File: src/rtl/poly_ctrl_pkg.sv
// Shared types and word-count helpers for the polynomial register bank transfer sequencer.
package poly_ctrl_pkg;

    typedef enum logic [1:0] {
        ST_IDLE       = 2'd0,
        ST_LOAD_ISSUE = 2'd1,
        ST_LOAD_DRAIN = 2'd2,
        ST_STORE      = 2'd3
    } ctrl_state_t;

    localparam logic [1:0] SEL_A   = 2'd0;
    localparam logic [1:0] SEL_B   = 2'd1;
    localparam logic [1:0] SEL_M   = 2'd2;
    localparam logic [1:0] SEL_MP0 = 2'd3;

    function automatic int load_words(input int n, input int s);
        return 3 * n * s + n;
    endfunction

    function automatic int store_words(input int n, input int s);
        return n * s;
    endfunction

    // Operand layout in BRAM: A, B, M (N*S words each) followed by N words of M_prime_0.
    function automatic logic [1:0] word_sel(input int k, input int n, input int s);
        if (k < n * s)
            return SEL_A;
        else if (k < 2 * n * s)
            return SEL_B;
        else if (k < 3 * n * s)
            return SEL_M;
        return SEL_MP0;
    endfunction

endpackage

File: src/rtl/bram_rd_pipe.sv
// Delay line of {valid, sel} matching the BRAM read latency; sel holds its last valid value.
module bram_rd_pipe #(
    parameter int DEPTH = 2
) (
    input  logic       clk,
    input  logic       rst_n,
    input  logic       valid_i,
    input  logic [1:0] sel_i,
    output logic       valid_o,
    output logic [1:0] sel_o,
    output logic       pending_o
);

    for (genvar gi = 0; gi < DEPTH; gi++) begin : g_stage
        logic       vld_in, vld_d, vld_q;
        logic       pend_in, pend_w;
        logic [1:0] sel_in, sel_d, sel_q;

        if (gi == 0) begin : g_head
            assign vld_in  = valid_i;
            assign sel_in  = sel_i;
            assign pend_in = 1'b0;
        end else begin : g_link
            assign vld_in  = g_stage[gi-1].vld_q;
            assign sel_in  = g_stage[gi-1].sel_q;
            assign pend_in = g_stage[gi-1].pend_w;
        end

        // The output stage is excluded: pending means "more data still to arrive after this cycle".
        assign pend_w = pend_in | ((gi < DEPTH - 1) ? vld_q : 1'b0);

        always_comb begin
            vld_d = vld_in;
            sel_d = vld_in ? sel_in : sel_q;
        end

        always_ff @(posedge clk or negedge rst_n) begin
            if (!rst_n) begin
                vld_q <= 1'b0;
                sel_q <= 2'd0;
            end else begin
                vld_q <= vld_d;
                sel_q <= sel_d;
            end
        end
    end

    assign valid_o   = g_stage[DEPTH-1].vld_q;
    assign sel_o     = g_stage[DEPTH-1].sel_q;
    assign pending_o = g_stage[DEPTH-1].pend_w;

endmodule

File: src/rtl/poly_reg_bank_ctrl.sv
// Load/store sequencer between the MM controller and the POLY_reg_bank / operand BRAM pair.
module poly_reg_bank_ctrl
    import poly_ctrl_pkg::*;
#(
    parameter int WORD_WIDTH   = 17,
    parameter int N            = 5,
    parameter int S            = 4,
    parameter int ADDR_WIDTH   = 10,
    parameter int BRAM_LATENCY = 2
) (
    input  logic                  clock_i,
    input  logic                  reset_n_i,
    input  logic                  cmd_valid_i,
    output logic                  cmd_ready_o,
    input  logic                  cmd_load_i,
    input  logic [ADDR_WIDTH-1:0] cmd_base_addr_i,
    output logic                  busy_o,
    output logic                  done_o,
    output logic                  bram_en_o,
    output logic                  bram_we_o,
    output logic [ADDR_WIDTH-1:0] bram_addr_o,
    output logic [1:0]            INPUT_reg_sel_o,
    output logic                  INPUT_reg_en_o,
    output logic                  store_RES_reg_en_o
);

    localparam int LOAD_W  = load_words(N, S);
    localparam int STORE_W = store_words(N, S);
    localparam int CNT_W   = $clog2(LOAD_W + 1);
    localparam logic [CNT_W-1:0] LOAD_LAST  = CNT_W'(LOAD_W);
    localparam logic [CNT_W-1:0] STORE_LAST = CNT_W'(STORE_W);

    if (BRAM_LATENCY < 1 || WORD_WIDTH < 1) begin : g_bad_param
        $error("poly_reg_bank_ctrl: BRAM_LATENCY and WORD_WIDTH must be >= 1");
    end

    ctrl_state_t           state_q, state_d;
    logic [CNT_W-1:0]      cnt_q, cnt_d;
    logic [ADDR_WIDTH-1:0] addr_q, addr_d;
    logic                  bram_en_q, bram_en_d;
    logic                  bram_we_q, bram_we_d;
    logic                  store_en_q, store_en_d;
    logic [1:0]            rd_sel_q, rd_sel_d;
    logic                  done_q, done_d;
    logic                  ready_q, ready_d;
    logic                  busy_q, busy_d;
    logic                  pipe_pending;

    // cnt_q counts words already issued; it doubles as the index of the next word.
    always_comb begin
        state_d    = state_q;
        cnt_d      = cnt_q;
        addr_d     = addr_q;
        rd_sel_d   = rd_sel_q;
        bram_en_d  = 1'b0;
        bram_we_d  = 1'b0;
        store_en_d = 1'b0;
        done_d     = 1'b0;
        case (state_q)
            ST_IDLE: begin
                if (cmd_valid_i && ready_q) begin
                    addr_d = cmd_base_addr_i;
                    cnt_d  = CNT_W'(1);
                    if (cmd_load_i) begin
                        state_d   = ST_LOAD_ISSUE;
                        bram_en_d = 1'b1;
                        rd_sel_d  = word_sel(0, N, S);
                    end else begin
                        state_d    = ST_STORE;
                        bram_we_d  = 1'b1;
                        store_en_d = 1'b1;
                    end
                end
            end
            ST_LOAD_ISSUE: begin
                if (cnt_q < LOAD_LAST) begin
                    bram_en_d = 1'b1;
                    addr_d    = addr_q + ADDR_WIDTH'(1);
                    rd_sel_d  = word_sel(int'(cnt_q), N, S);
                    cnt_d     = cnt_q + CNT_W'(1);
                end else begin
                    state_d = ST_LOAD_DRAIN;
                end
            end
            ST_LOAD_DRAIN: begin
                if (!pipe_pending) begin
                    state_d = ST_IDLE;
                    done_d  = 1'b1;
                end
            end
            ST_STORE: begin
                if (cnt_q < STORE_LAST) begin
                    bram_we_d  = 1'b1;
                    store_en_d = 1'b1;
                    addr_d     = addr_q + ADDR_WIDTH'(1);
                    cnt_d      = cnt_q + CNT_W'(1);
                end else begin
                    state_d = ST_IDLE;
                    done_d  = 1'b1;
                end
            end
            default: state_d = ST_IDLE;
        endcase
        ready_d = (state_d == ST_IDLE);
        busy_d  = !ready_d;
    end

    always_ff @(posedge clock_i or negedge reset_n_i) begin
        if (!reset_n_i) begin
            state_q    <= ST_IDLE;
            cnt_q      <= '0;
            addr_q     <= '0;
            rd_sel_q   <= SEL_A;
            bram_en_q  <= 1'b0;
            bram_we_q  <= 1'b0;
            store_en_q <= 1'b0;
            done_q     <= 1'b0;
            ready_q    <= 1'b1;
            busy_q     <= 1'b0;
        end else begin
            state_q    <= state_d;
            cnt_q      <= cnt_d;
            addr_q     <= addr_d;
            rd_sel_q   <= rd_sel_d;
            bram_en_q  <= bram_en_d;
            bram_we_q  <= bram_we_d;
            store_en_q <= store_en_d;
            done_q     <= done_d;
            ready_q    <= ready_d;
            busy_q     <= busy_d;
        end
    end

    bram_rd_pipe #(
        .DEPTH(BRAM_LATENCY)
    ) u_rd_pipe (
        .clk      (clock_i),
        .rst_n    (reset_n_i),
        .valid_i  (bram_en_q),
        .sel_i    (rd_sel_q),
        .valid_o  (INPUT_reg_en_o),
        .sel_o    (INPUT_reg_sel_o),
        .pending_o(pipe_pending)
    );

    assign cmd_ready_o        = ready_q;
    assign busy_o             = busy_q;
    assign done_o             = done_q;
    assign bram_en_o          = bram_en_q;
    assign bram_we_o          = bram_we_q;
    assign bram_addr_o        = addr_q;
    assign store_RES_reg_en_o = store_en_q;

endmodule

File: config.mk
export PLATFORM = sky130hd
export DESIGN_NAME = poly_reg_bank_ctrl
export DESIGN_NICKNAME = d
export VERILOG_FILES = /design/src/rtl/poly_ctrl_pkg.sv /design/src/rtl/bram_rd_pipe.sv /design/src/rtl/poly_reg_bank_ctrl.sv
export SDC_FILE = /design/constraint.sdc
export NUM_CORES = 1
export LEC_CHECK = 0
export ABC_CLOCK_PERIOD_IN_PS = 6640
export CORE_ASPECT_RATIO = 0.8
export CORE_UTILIZATION = 56
export DETAILED_ROUTE_END_ITERATION = 10
export GPL_TIMING_DRIVEN = 1
export PLACE_DENSITY = 0.94
export SLEW_MARGIN = 25
export SYNTH_ARGS = -nofsm -noshare
export SYNTH_HDL_FRONTEND = slang
export SYNTH_SLANG_ARGS = --single-unit
File: constraint.sdc
create_clock -name clock_i -period 6.64 [get_ports clock_i]
set_input_delay 0.996 -clock clock_i [delete_from_list [all_inputs] [get_ports clock_i]]
set_output_delay 0.996 -clock clock_i [all_outputs]
set_load 0.03 [all_outputs]
==> results of run 1 <==
## metal layers
metal	routed length [um]	vias up	global-route usage, %	share of wire (%)
li1	-	763	-	-
met1	1790	802	31.44	45
met2	1914	63	39.46	48
met3	253	10	5.932	6.3
met4	53	0	9.220	1.3
met5	0	-	0	0
## through the flow
step	utilization (%)	total power, mW
after floorplan	-	0.7654
after global placement	68.59	0.9197
after detailed placement	68.59	0.9392
after CTS	72.02	1.124
after global routing	72.10	1.197
final	72.10	1.126
## worst min-delay path by stage
stage	to	startpoint	slack, ns
floorplan	u_rd_pipe.valid_o	u_rd_pipe.pending_o	0.42
global placement	u_rd_pipe.pending_o	bram_en_o	0.44
detailed placement	u_rd_pipe.pending_o	bram_en_o	0.43
CTS	u_rd_pipe.pending_o	bram_en_o	0.45
global route	u_rd_pipe.pending_o	bram_en_o	0.47
finish	u_rd_pipe.pending_o	bram_en_o	0.44
## layout by cell type, fill, tap and decap left out, types with 2 or more instances in the layout
| cell | synthesis | layout |
|---|---|---|
| nor4_1 | 2 | 2 |
| mux2i_1 | 2 | 2 |
| a31oi_1 | 2 | 2 |
| a32o_1 | 2 | 2 |
| o211ai_1 | 4 | 4 |
| a2bb2oi_1 | 10 | 10 |
| and3_1 | 5 | 5 |
| o22a_1 | 2 | 2 |
| nand4_1 | 4 | 4 |
| ha_1 | 6 | 6 |
| dfrtp_1 | 31 | 31 |
| a21oi_1 | 4 | 4 |
| clkdlybuf4s50_1 | 0 | 32 |
| o21a_1 | 3 | 3 |
| nor3_1 | 7 | 7 |
| nand3_1 | 5 | 5 |
| nor2_1 | 11 | 10 |
| o21ai_0 | 15 | 15 |
| nand2b_1 | 2 | 2 |
| o31ai_1 | 6 | 6 |
| or2_2 | 2 | 2 |
| a211oi_1 | 2 | 2 |
| nor2_2 | 1 | 2 |
| inv_1 | 5 | 5 |
| mux2_2 | 5 | 5 |
| buf_4 | 1 | 2 |
| and2_1 | 4 | 4 |
| clkbuf_8 | 0 | 5 |
| nand2_1 | 8 | 8 |
| o22ai_1 | 2 | 2 |
## registers in the layout, indices dropped and copies added (netlist names)
| signal | flops |
|---|---|
| done_o | 1 |
| rd_sel_q | 2 |
| u_rd_pipe.pending_o | 1 |
| bram_en_o | 1 |
| u_rd_pipe.g_stage.sel_q | 2 |
| cmd_ready_o | 1 |
| state_q | 2 |
| store_RES_reg_en_o | 1 |
| cnt_q | 7 |
| u_rd_pipe.valid_o | 1 |
| bram_addr_o | 10 |
| busy_o | 1 |
| u_rd_pipe.sel_o | 2 |
## synth_stat cells (4+ instances only)
| library cell | instances | area [sq um] |
|---|---|---|
| ha_1 | 6 | 75.07 |
| nor3_1 | 7 | 35.03 |
| o211ai_1 | 4 | 30.03 |
| nand2_1 | 8 | 30.03 |
| buf_6 | 4 | 45.04 |
| nand4_1 | 4 | 25.02 |
| o31ai_1 | 6 | 45.04 |
| a21oi_1 | 4 | 20.02 |
| nor2_1 | 11 | 41.29 |
| clkbuf_1 | 10 | 37.54 |
| and3_1 | 5 | 31.28 |
| dfrtp_1 | 31 | 775.7 |
| o21ai_0 | 15 | 75.07 |
| a2bb2oi_1 | 10 | 87.58 |
| and2_1 | 4 | 25.02 |
| nand3_1 | 5 | 25.02 |
| mux2_2 | 5 | 56.30 |
| inv_1 | 5 | 18.77 |
## logic make-up (layout without fill, tap and decap cells)
kind of cell / Yosys count / count (layout) / share of synthesized area (%)
AO/OA/AOI/OAI: 66 / 66 / 26.03
flip-flops: 32 / 32 / 43.11
buffers and inverters: 22 / 47 / 6.321
adder cells (fa/ha/maj): 7 / 7 / 4.573
multiplexers: 7 / 7 / 4.102
AND/OR/NAND/NOR: 56 / 56 / 15.87
## power by group through the flow
stage | Clock, mW | Combinational [mW] | Sequential (mW)
CTS | 0.184 | 0.611 | 0.330
global route | 0.191 | 0.665 | 0.342
floorplan | 0 | 0.360 | 0.405
finish | 0.182 | 0.614 | 0.331
global placement | 0 | 0.589 | 0.330
detailed placement | 0 | 0.606 | 0.333
## layout make-up
cell class	instances	area (sq um)
Clock buffer	6	72.57
Clock inverter	2	35.03
Fill cell	234	873.3
Inverter	5	18.77
Multi-Input combinational cell	136	943.4
Sequential cell	32	802.0
Tap cell	40	50.05
Timing Repair Buffer	34	335.3
==> impl_metrics.tcl, run 1 <==
set metrics [dict create \
    status "completed" \
    design_area_sq_mm 0.002257 \
    end_kind "register" \
    p_clk_share_pct 16.1 \
    via_per_inst 6.424 \
    required_ns 6.81 \
    dr.pass1.iters 5 \
    p_leak_nw 0.9655 \
    pre_cts_ws_ns 3.816 \
    tightest_slew_ns 0.8968 \
    drt_iter0_drc 115 \
    cts_tree "built" \
    crit_family "buffers and inverters" \
    cp_slowest_stage_delay_ns 0.53 \
    syn-cell-area_sq_mm 0.001861 \
    reg2reg_depth 4 \
    numCtsBuffers 5 \
    grt_pass1_vias 1488 \
    h-tree-depth 2 \
    yosysWarningCount 0 \
    cp_num_buf_inv 2 \
    drive_above_1_share_pct 9.767 \
    p_sw_mw 0.4964 \
    chipWidth_um 66.45 \
    grt.overflow.total 0 \
    path_cells "clkdlybuf4s50_1 > and2_1 > o2111ai_1 > buf_4 > or2_1 > a211o_1" \
    initial_core_util_pct 59.43 \
    dr_total_vias 1638 \
    vdd_drop_max_mv 0.2476 \
    cp_slowest_cell "clkdlybuf4s50_1" \
    startpoint_type "input port" \
    worst_hold_slack_ns 0.4423 \
    hold_viol 0 \
    rsz0062_at_grt "false" \
    p_int_mw 0.6300 \
    grt_max_degree 33 \
    critPathArrivalTime_ns 2.72 \
    placed_cell_area_sq_mm 0.002147 \
    ys_types 53 \
    r2r_slack_ns 4.15 \
    cp.depth 6 \
    timing.rr.end "bram_addr_o[0]" \
    core_sq_mm 0.003131 \
    hpwl_um 2747 \
    place.gp.congestion 0.7857 \
    min_period_ns 2.553 \
    post_cts_resized 0 \
    antenna_cells 0 \
    worstSetupPathType "input port to register" \
    p_sw_share_pct 44.07 \
    ios 33 \
    post-route-period-util_pct 38.45 \
    final_cells 255 \
    seqPwrFrac_pct 29.4 \
    cts_hold_buf 0 \
    p_comb_share_pct 54.5 \
    finalWorstSetupSlack_ns 4.087 \
    setup_viol 0 \
    ys_async_sr_fraction_pct 100.0 \
    power.density_mw_per_mm2 499.1 \
    fp-row-count 18 \
    clockRootBuffer "clkbuf_8" \
    synth_edf_count 0 \
    crit_end "bram_addr_o[0]" \
    syn_nets 210 \
    clock.fmax_mhz 391.7 \
    ys_seq_area_share_pct 43.11 \
    clk_pin_slew_worst_paths_ns 0.06 \
    timing.rr.start "cnt_q[4]" \
    grt_antenna_before_repair 0 \
    die_y_um 53.56 \
    finClkSkew_ns 0.009447 \
    remaining_drc_errors 0 \
    synth_flop_cell "dfrtp_1" \
    io_buffers 32 \
    cts_setup_buffers 0 \
    clkLatencyLatePin_ns 0.29 \
    avgSynthCellArea_sq_um 9.792 \
    worstSetupStartpoint "cmd_valid_i" \
    ys_seq_elements 32 \
    slew_headroom_pct 38.67 \
    cts_sinks 32 \
    wl_per_cell_um 15.73 \
    cts_buffer_depth 2 \
    hold_class "register to register" \
    grt_util_all_layers_pct 24.16 \
    fin_nets 234 \
    cp_max_fo 20 \
    drtAntennaViolNets 0 \
    syn_inst 190 \
    max_cap_viol_count 0 \
    fp.dieArea_sq_mm 0.003558 \
    hold_depth 0 \
    placed_cells 247 \
    setup-tns-final_ns 0 \
    areaGrowthSynthToFinish_pct 21.32 \
    wl_um 4011 \
    maxSlewViolCount 0 \
    grt_pass1_wl_um 6417 \
]
No activity file was read; power rests on OpenSTA's default activity.
==> run 2: changes to the inputs <==
--- a/config.mk
+++ b/config.mk
@@ -5,12 +5,12 @@
 export SDC_FILE = /design/constraint.sdc
 export NUM_CORES = 1
 export LEC_CHECK = 0
-export ABC_CLOCK_PERIOD_IN_PS = 6640
+export ABC_CLOCK_PERIOD_IN_PS = 2300
 export CORE_ASPECT_RATIO = 0.8
-export CORE_UTILIZATION = 56
+export CORE_UTILIZATION = 47
 export DETAILED_ROUTE_END_ITERATION = 10
 export GPL_TIMING_DRIVEN = 1
-export PLACE_DENSITY = 0.94
+export PLACE_DENSITY = 0.85
 export SLEW_MARGIN = 25
 export SYNTH_ARGS = -nofsm -noshare
 export SYNTH_HDL_FRONTEND = slang
==> constraint.sdc (replaced) <==
create_clock -name clock_i -period 2.3 [get_ports clock_i]
set_input_delay 0.345 -clock clock_i [delete_from_list [all_inputs] [get_ports clock_i]]
set_output_delay 0.345 -clock clock_i [all_outputs]
set_load 0.03 [all_outputs]
==> run 2 against run 1 <==
Net effect: largest power group unchanged; flip-flop and latch count unchanged; non-clock buffer count increased by 9; setup slack worse by 3.9 ns; global-route usage decreased by 2.6 points; largest cell class unchanged; design area up 3.7%; sequential share of layout area fell by 1.3 points; clock skew decreased by 0.0023 ns.
==> impl_metrics.tcl, run 2 (synthesis results as in run 1) <==
set metrics [dict create \
    end_kind "register" \
    cts_tree "built" \
    p_int_mw 1.883 \
    mostFrequentLayoutCells "32 x clkdlybuf4s50_1, 31 x dfrtp_1, 15 x o21ai_0" \
    dr.pass1.iters 4 \
    status "completed" \
    initial_core_util_pct 48.91 \
    vdd_drop_max_mv 0.7107 \
    die_y_um 58.28 \
    tightest_slew_ns 0.4179 \
    p_sw_share_pct 43.47 \
    final_common_cell "clkdlybuf4s50_1" \
    max_cap_viol_count 0 \
    clk_pin_slew_worst_paths_ns 0.07 \
    cts_sinks 32 \
    drtAntennaViolNets 0 \
    startpoint_type "register" \
    p_leak_nw 1.010 \
    slew_headroom_pct 71.42 \
    hold_class "input port to asynchronous set/reset pin" \
    fin_nets 243 \
    placed_cells 271 \
    setup-tns-final_ns 0 \
    post-route-period-util_pct 90.89 \
    required_ns 2.48 \
    hpwl_um 2871 \
    grt.overflow.total 0 \
    rsz0062_at_grt "false" \
    p_comb_share_pct 55.4 \
    drt_iter0_drc 158 \
    clkLatencyLatePin_ns 0.29 \
    power.density_mw_per_mm2 1423 \
    worstSetupPathType "register to register" \
    seqPwrFrac_pct 28.7 \
    antenna_cells 0 \
    grt_antenna_before_repair 0 \
    wl_per_cell_um 14.56 \
    remaining_drc_errors 0 \
    wl_um 4061 \
    cts_hold_buf 0 \
    place.gp.congestion 0.8437 \
    fp-row-count 20 \
    finClkSkew_ns 0.007103 \
    clock.fmax_mhz 478.4 \
    hold_viol 0 \
    h-tree-depth 2 \
    numCtsBuffers 5 \
    setup_viol 0 \
    critPathArrivalTime_ns 2.27 \
    grt_pass1_wl_um 6934 \
    post_cts_resized 0 \
    cp_max_fo 19 \
    areaGrowthSynthToFinish_pct 25.82 \
    dr_total_vias 1587 \
    ios 33 \
    drive_above_1_share_pct 12.95 \
    clockRootBuffer "clkbuf_8" \
    cts_buffer_depth 2 \
    final_cells 279 \
    fillers 339 \
    via_per_inst 5.688 \
    min_period_ns 2.090 \
    core_sq_mm 0.003804 \
    grt_util_all_layers_pct 21.53 \
    largest_reg_flops 10 \
    grt_max_degree 33 \
    fp.dieArea_sq_mm 0.004216 \
    maxSlewViolCount 0 \
    io_buffers 32 \
    chipWidth_um 72.35 \
    p_clk_share_pct 15.9 \
    grt_pass1_vias 1480 \
    total_power_mw 3.332 \
    cts_setup_buffers 0 \
    p_sw_mw 1.449 \
]
==> run 2: worst paths after layout <==
path                       depth (start not counted)      start  slack (ns)             endpoint
min reg2reg                                        0  bram_en_o        0.46  u_rd_pipe.pending_o
min in group clock_i                               0  bram_en_o        0.46  u_rd_pipe.pending_o
max                                                5   cnt_q[4]        0.21             cnt_q[4]
min                                                2  reset_n_i        0.44       bram_addr_o[9]
max in group asynchronous                          2  reset_n_i        1.52          cmd_ready_o
max reg2reg                                        5   cnt_q[4]        0.21             cnt_q[4]
==> run 2: cell type report <==
class / instances / area (sq um) / area share (%)
multi-input cells: 136 / 940.9 / 40.19
inverters: 5 / 18.77 / 0.8017
flip-flops and latches: 32 / 802.0 / 34.26
well taps: 55 / 68.82 / 2.940
clock inverters: 2 / 35.03 / 1.497
clock buffers: 6 / 72.57 / 3.100
repair buffers: 43 / 402.9 / 17.21
==> run 2: power groups by stage <==
stage | Sequential [mW] | Clock [mW] | Combinational (mW)
2_1_floorplan | 1.17 | 0 | 1.04
3_3_place_gp | 0.957 | 0 | 1.79
3_5_place_dp | 0.965 | 0 | 1.84
4_1_cts | 0.954 | 0.544 | 1.85
5_1_grt | 0.989 | 0.576 | 2.01
6_report | 0.956 | 0.530 | 1.85
==> run 2: routing by layer <==
layer | part of all wire [%] | GRT usage, %
met1 | 49 | 29.89
met2 | 45 | 33.38
met3 | 4.2 | 5.565
met4 | 1.0 | 6.162
met5 | 0 | 0
==> run 2: stage by stage <==
stage	utilization, %	worst slack [ns]	hold slack (ns)	cell area, sq um
finish	61.55	0.2095	0.4429	2341
CTS	61.55	0.2119	0.4632	2341
global route	61.55	0.1411	0.4791	2341
global placement	58.72	0.2711	0.4443	2233
detailed placement	58.72	0.1944	0.4442	2233
floorplan	-	0.1586	0.04941	1861
==> run 2: critical path, cell delays in order (launching register included) <==
cell and delay [ns]:
dfrtp_1 0.39, or4_4 0.56, o311a_1 0.32, buf_4 0.21
o31a_1 0.32, a31o_1 0.19
==> run 3: changes to the inputs <==
--- a/config.mk
+++ b/config.mk
@@ -11,7 +11,7 @@
 export DETAILED_ROUTE_END_ITERATION = 10
 export GPL_TIMING_DRIVEN = 1
 export PLACE_DENSITY = 0.85
-export SLEW_MARGIN = 25
+export SLEW_MARGIN = 20
 export SYNTH_ARGS = -nofsm -noshare
 export SYNTH_HDL_FRONTEND = slang
 export SYNTH_SLANG_ARGS = --single-unit
==> results of run 3 <==
The final DEF is identical to that of run 2; final timing and power are the same.
